$ cat config.mk
export PLATFORM = sky130hd
export DESIGN_NAME = ray_frame_scheduler
export DESIGN_NICKNAME = d
export VERILOG_FILES = /design/src/rtl/ray_frame_scheduler.sv
export SDC_FILE = /design/constraint.sdc
export NUM_CORES = 1
export LEC_CHECK = 0
export CAP_MARGIN = 20
export CORE_ASPECT_RATIO = 0.9
export CORE_MARGIN = 5
export CORE_UTILIZATION = 40
export CTS_BUF_LIST = sky130_fd_sc_hd__clkbuf_4 sky130_fd_sc_hd__clkbuf_8
export CTS_CLUSTER_SIZE = 8
export DETAILED_ROUTE_END_ITERATION = 8
export PLACE_DENSITY = 0.81
export SETUP_SLACK_MARGIN = 0.02
export SLEW_MARGIN = 20
export SYNTH_ARGS = -nofsm -noshare
export SYNTH_HDL_FRONTEND = slang
export SYNTH_SLANG_ARGS = --single-unit
$ cat constraint.sdc
create_clock -name clk -period 3.38 [get_ports clk]
set_input_delay 0.338 -clock clk [delete_from_list [all_inputs] [get_ports clk]]
set_output_delay 0.338 -clock clk [all_outputs]
set_load 0.1 [all_outputs]
$ cat src/rtl/ray_frame_scheduler.sv
// Frame-level ray scheduler: walks columns 0..NUM_COLS-1 through the ray engine and commits distances.
// Optional WAIT watchdog is built only when RAY_SCHED_TIMEOUT_EN is defined.
module ray_frame_scheduler #(
  parameter int NUM_COLS       = 640,
  parameter int DIST_W         = 16,
  parameter int TIMEOUT_CYCLES = 1023
) (
  input  logic              clk,
  input  logic              reset,
  input  logic              frame_start,
  output logic              ray_req,
  output logic [9:0]        ray_col,
  input  logic              ray_ack,
  input  logic              ray_done,
  input  logic [DIST_W-1:0] ray_dist,
  output logic              col_we,
  output logic [9:0]        col_addr,
  output logic [DIST_W-1:0] col_data,
  output logic [1:0]        fsm_state,
  output logic              busy,
  output logic              frame_done,
  output logic              frame_overrun,
  output logic              ray_timeout
);

  typedef enum logic [1:0] {
    S_IDLE   = 2'b00,
    S_ISSUE  = 2'b01,
    S_WAIT   = 2'b10,
    S_COMMIT = 2'b11
  } state_t;

  localparam logic [9:0] LAST_COL = 10'(NUM_COLS - 1);

  state_t            state, state_n;
  logic [9:0]        col, col_n;
  logic [DIST_W-1:0] dist_n;
  logic              wd_expire;

`ifdef RAY_SCHED_TIMEOUT_EN
  localparam int WD_W = $clog2(TIMEOUT_CYCLES + 1);
  logic [WD_W-1:0] wd_cnt;

  // Counter is held at zero outside WAIT, so it restarts on every WAIT entry.
  always_ff @(posedge clk) begin
    if (reset || state != S_WAIT) wd_cnt <= '0;
    else                          wd_cnt <= wd_cnt + 1'b1;
  end

  assign wd_expire = (state == S_WAIT) && (wd_cnt == WD_W'(TIMEOUT_CYCLES));

  always_ff @(posedge clk) begin
    if (reset) ray_timeout <= 1'b0;
    else       ray_timeout <= wd_expire && !ray_done;
  end
`else
  logic unused_timeout_cfg;
  assign unused_timeout_cfg = ^TIMEOUT_CYCLES;
  assign wd_expire          = 1'b0;
  assign ray_timeout        = 1'b0;
`endif

  always_comb begin
    state_n = state;
    col_n   = col;
    dist_n  = col_data;
    case (state)
      S_IDLE: begin
        if (frame_start) begin
          col_n   = '0;
          state_n = S_ISSUE;
        end
      end
      S_ISSUE: begin
        if (ray_ack) begin
          if (ray_done) begin
            dist_n  = ray_dist;
            state_n = S_COMMIT;
          end else begin
            state_n = S_WAIT;
          end
        end
      end
      S_WAIT: begin
        // A real result beats a simultaneous watchdog expiry.
        if (ray_done) begin
          dist_n  = ray_dist;
          state_n = S_COMMIT;
        end else if (wd_expire) begin
          dist_n  = '1;
          state_n = S_COMMIT;
        end
      end
      S_COMMIT: begin
        if (col == LAST_COL) begin
          col_n   = '0;
          state_n = S_IDLE;
        end else begin
          col_n   = col + 10'd1;
          state_n = S_ISSUE;
        end
      end
      default: state_n = S_IDLE;
    endcase
  end

  // Outputs are registered from next-state so they line up with the state they describe.
  always_ff @(posedge clk) begin
    if (reset) begin
      state         <= S_IDLE;
      col           <= '0;
      ray_req       <= 1'b0;
      ray_col       <= '0;
      col_we        <= 1'b0;
      col_addr      <= '0;
      col_data      <= '0;
      busy          <= 1'b0;
      frame_done    <= 1'b0;
      frame_overrun <= 1'b0;
    end else begin
      state         <= state_n;
      col           <= col_n;
      ray_req       <= (state_n == S_ISSUE);
      ray_col       <= col_n;
      col_we        <= (state_n == S_COMMIT);
      busy          <= (state_n != S_IDLE);
      frame_done    <= (state_n == S_COMMIT) && (col == LAST_COL);
      frame_overrun <= frame_start && (state != S_IDLE);
      if (state_n == S_COMMIT) begin
        col_addr <= col;
        col_data <= dist_n;
      end
    end
  end

  assign fsm_state = state;

endmodule

# Yosys cells after proc, flatten, opt, wreduce, memory -nomap -nowiden
# Cells that the tools add are included.
[word_totals]
regBits = 43
out_inout_bits = 44
elab_cells = 39
[classes]
addsub = 1
eq_ne = 8
mux = 12
reduce_logical = 9
[op_table]
columns = ["op", "n"]
rows = [
  ["two-way mux 16 bit", 2],
  ["case mux 16 bit (2 select lines)", 1],
  ["two-way mux 10 bit", 2],
  ["case mux 10 bit (2 select lines)", 1],
  ["adder 10 x 1 -> 10 bit (second input constant)", 1],
  ["equality test 10 bit (second input constant)", 1],
  ["case mux 2 bit (4 select lines)", 1],
  ["nonzero test 2 bit", 4],
  ["equality test 2 bit (second input constant)", 3],
  ["two-way mux 2 bit", 3],
  ["equality test 2 x 1 -> 1 bit (second input constant)", 2],
  ["!= test 2 bit (second input constant)", 2],
  ["AND reduction 3 bit", 1],
  ["logical AND 1 bit", 2],
  ["logical NOT 2 bit", 1],
  ["two-way mux 1 bit", 2],
  ["AND reduction 2 bit", 1],
]

# Logic depth before layout (Yosys ltp)
[logic_depth]
word_depth = 5
mapped_depth = 7
depth_no_buf = 5

# Worst setup path before layout
# Ideal clock, no wire load.
[synth_timing]
path_kind = "flip-flop to flip-flop"
from = "reg col[0]"
to = "reg col[0]"
arrival_time_ns = 2.011
required_ns = 3.215
path_slack_ns = 1.204
path_stages_with_launch = 6
n_path_buf = 0
path_cell_list = "dfxtp_1 > ha_1 > and3_2 > nand4_1 > nand2_1 > o21ai_0"
[synth_between]
elab_chain_len = 3
word_cells_on_any_way = 4
classes_between = "add/sub: 1; eq/ne: 1; mux: 2"
[synth_lines]
columns = ["item", "line", "rtl"]
rows = [
  ["start, declared", "36", "logic [9:0] col, col_n;"],
  ["start signal, assigned", "122", "col <= col_n;"],
  ["adder 10 x 1 -> 10 bit or equality test 10 bit (tied branches)", "99, 95", ""],
  ["two-way mux 10 bit *", "95", "if (col == LAST_COL) begin"],
  ["case mux 10 bit (2 select lines) *", "67", "case (state)"],
]
# Mark *: on every way between the ends. The rest lies on a longest branch, timed or not.
# A chain may end at the register's enable or synchronous reset.

==> results.sh <==
export IMPL_status="completed"
export IMPL_r2r_end="col_data[5]$_SDFFE_PP0P_"
export IMPL_synth_nets=203
export IMPL_worstPathMaxFanout=9
export IMPL_syn_area_sq_um=1760
export IMPL_diodes=0
export IMPL_clk_path_buf_depth=2
export IMPL_port_buffer_count=63
export IMPL_antenna_found_initial=0
export IMPL_setup_violations=0
export IMPL_start_util_pct=42.3
export IMPL_grt_max_degree=25
export IMPL_relSlewSlack_pct=32.5
export IMPL_hp_start="col_addr[7]$_SDFFE_PP0N_"
export IMPL_start_kind="register"
export IMPL_maxCapViolCount=0
export IMPL_post_cts_resized=0
export IMPL_crit_family="buffers and inverters"
export IMPL_synth_warnings=0
export IMPL_vias=1466
export IMPL_endpoint_kind="output port"
export IMPL_min_path_type="reg2reg"
export IMPL_rr_startpoint="fsm_state[1]$_SDFF_PP0_"
export IMPL_dp_hpwl_mm=2.88
export IMPL_p_sw_share_pct=30.8
export IMPL_power_frac_clock_pct=31.8
export IMPL_ios=65
export IMPL_die_area_sq_um=5820
export IMPL_tightest_slew_ns=1.01
export IMPL_power_internal_uw=778
export IMPL_wire_per_inst_microns=13.3
export IMPL_rows=22
export IMPL_synth_top_flop_cell="dfxtp_1"
export IMPL_power_density_nw_per_um2=450
export IMPL_ff2ff_path_depth=5
export IMPL_nets=264
export IMPL_fp_dieW_microns=79.9
export IMPL_drc=0
export IMPL_async_flop_share_pct=0
export IMPL_period_minus_slack_ns=2.36
export IMPL_cts_hold_buf=0
export IMPL_gp_congestion=0.790
export IMPL_finalMaxSlewViolations=0
export IMPL_vias_per_cell=4.84
export IMPL_syn_to_final_growth_pct=42.2
export IMPL_power_mw=1.12
export IMPL_drt_iter0_drc=101
export IMPL_peakVddDrop_mv=0.356
export IMPL_switchingPower_uw=345
export IMPL_rsz0062_at_grt="false"
export IMPL_drive_gt1_share_pct=6.17
export IMPL_cts_sinks=43
export IMPL_crit_arrival_ns=2.02
export IMPL_power_leakage_nw=1.07
export IMPL_cts_max_level=2
export IMPL_coreArea_sq_um=4160
export IMPL_whs_endpoint="col_addr[7]$_SDFFE_PP0N_"
export IMPL_fin_tns_setup_ns=0
export IMPL_grt_pass1_vias=1419
export IMPL_fmax_mhz=424
export IMPL_crit_buf_inv=1
export IMPL_holdPathStages=2
export IMPL_clockRootBuffer="clkbuf_8"
export IMPL_slowest_delay_ns=1.21
export IMPL_grt_overflow=0
export IMPL_wl_mm=4.02
export IMPL_synthCells=181
export IMPL_path_clk_slew_ns=0.08
export IMPL_ys_types=42
export IMPL_r2r_slack_ns=1.37
export IMPL_die_height_microns=72.9
export IMPL_period_share_pct=69.7
export IMPL_dr_pass1_iters=4
export IMPL_clock_latency_ns=0.30
export IMPL_seqPwrFrac_pct=47.4
export IMPL_finalHoldViolCount=0
export IMPL_synth_seq_cells=43
export IMPL_worstPathRequired_ns=3.04
export IMPL_drt_antenna_violating_nets=0
export IMPL_slowest_stage="clkdlybuf4s50_1"
export IMPL_cts_tree="built"
export IMPL_seq_area_frac_synth_pct=49.0
export IMPL_crit_type="reg2out"
export IMPL_synth_edf_count=0
export IMPL_worstPathCellList="clkdlybuf4s50_1"
export IMPL_post_cts_buffers=0
export IMPL_fin_skew_ns=0.00727
export IMPL_track_usage_pct=14.4
export IMPL_grt_pass1_wl_mm=6.48
export IMPL_p_comb_share_pct=20.8
export IMPL_numCtsBuffers=5
export IMPL_avgSynthCellArea_sq_um=9.71
## worst max path at each step
stage               cells past startpoint           startpoint                  endpoint  slack, ns
floorplan                               5  col[0]$_SDFFE_PP0P_       col[0]$_SDFFE_PP0P_       1.20
global placement                        6              ray_ack  col_addr[3]$_SDFFE_PP0N_       1.12
detailed placement                      6              ray_ack  col_data[5]$_SDFFE_PP0P_       1.06
CTS                                     1  col[4]$_SDFFE_PP0P_                ray_col[4]       1.03
global route                            1  col[4]$_SDFFE_PP0P_                ray_col[4]       0.98
finish                                  1  col[4]$_SDFFE_PP0P_                ray_col[4]       1.02
## cell usage after synthesis, types with 2 or more instances
master | count | area, sq um
a21oi_1 | 6 | 30.0
and2_1 | 3 | 18.8
and3_2 | 2 | 15.0
buf_12 | 2 | 40.0
buf_4 | 2 | 15.0
clkbuf_1 | 3 | 11.3
dfxtp_1 | 43 | 861
inv_1 | 2 | 7.51
mux2i_1 | 26 | 260
nand2_1 | 10 | 37.5
nand2b_1 | 2 | 12.5
nand3_1 | 4 | 20.0
nand3b_1 | 3 | 22.5
nand4_1 | 4 | 25.0
nor2_1 | 31 | 116
nor2b_1 | 2 | 12.5
nor3b_1 | 2 | 15.0
o21ai_0 | 8 | 40.0
o21ai_1 | 2 | 10.0
or4_1 | 2 | 15.0
## per-layer routing
metal,global-route usage [%],share of wire [%]
met1,18.8,48
met5,0,0
met3,7.78,11
met2,19.8,39
met4,5.63,1.7
## flip-flops by register name (all words and copies together) (netlist names)
signal and flops:
col_addr 10, col_data 16, col_we 1, frame_done 1, col 10, busy 1, fsm_state 2, frame_overrun 1
ray_req 1
## power by group through the flow
| stage | registers [mW] | clock network (mW) | logic [mW] |
|---|---|---|---|
| after floorplan | 0.648 | 0 | 0.0734 |
| final | 0.532 | 0.357 | 0.233 |
| after CTS | 0.532 | 0.368 | 0.235 |
| after detailed placement | 0.544 | 0 | 0.235 |
| after global routing | 0.535 | 0.392 | 0.245 |
| after global placement | 0.544 | 0 | 0.233 |
## per-stage QoR
stage                     hold slack [ns]  cells  instance area (sq um)  setup WS [ns]  utilization, %
after floorplan                     0.475    181                   1760           1.20               -
after global placement              0.473    295                   2390           1.12            57.6
after detailed placement            0.482    295                   2390           1.06            57.6
after CTS                           0.501    303                   2500           1.03            60.1
after global routing                0.526    303                   2500          0.981            60.1
final                               0.493    303                   2500           1.02            60.1
## placed cells by master (no fill, tap or decap), types with 2 or more instances in the layout
cell type	Yosys	routed
dfxtp_1	43	43
or4_1	2	2
nand2b_1	2	2
nand4_1	4	4
and2_1	3	3
o21ai_1	2	2
nor3b_1	2	2
inv_1	2	2
nand3_1	4	4
mux2i_1	26	26
nor2_1	31	31
clkdlybuf4s50_1	0	63
a21oi_1	6	6
and3_2	2	2
nand3b_1	3	3
clkbuf_8	0	7
buf_4	2	2
nor2b_1	2	2
o21ai_0	8	8
nand2_1	10	10
## kinds of logic (layout without fill, tap and decap cells)
logic type | count (synthesis) | count (layout) | synth area share [%]
xor gates and xnor gates | 1 | 1 | 0.499
other | 1 | 1 | 0.213
DFF | 43 | 43 | 49.0
muxes | 26 | 26 | 14.8
adders and majority gates | 1 | 1 | 0.712
buffers and inverters | 13 | 75 | 5.63
and+or+nand+nor | 69 | 69 | 19.3
AOI/OAI and AO/OA | 27 | 27 | 9.83
## cell type report
type | instances | area, sq um
multi-input cells | 125 | 805
flip-flops and latches | 43 | 861
well taps | 60 | 75.1
clock inverters | 1 | 7.51
fillers | 376 | 1660
inverters | 2 | 7.51
repair buffers | 65 | 646
clock buffers | 7 | 96.3
(Power assumes the default switching activity.)
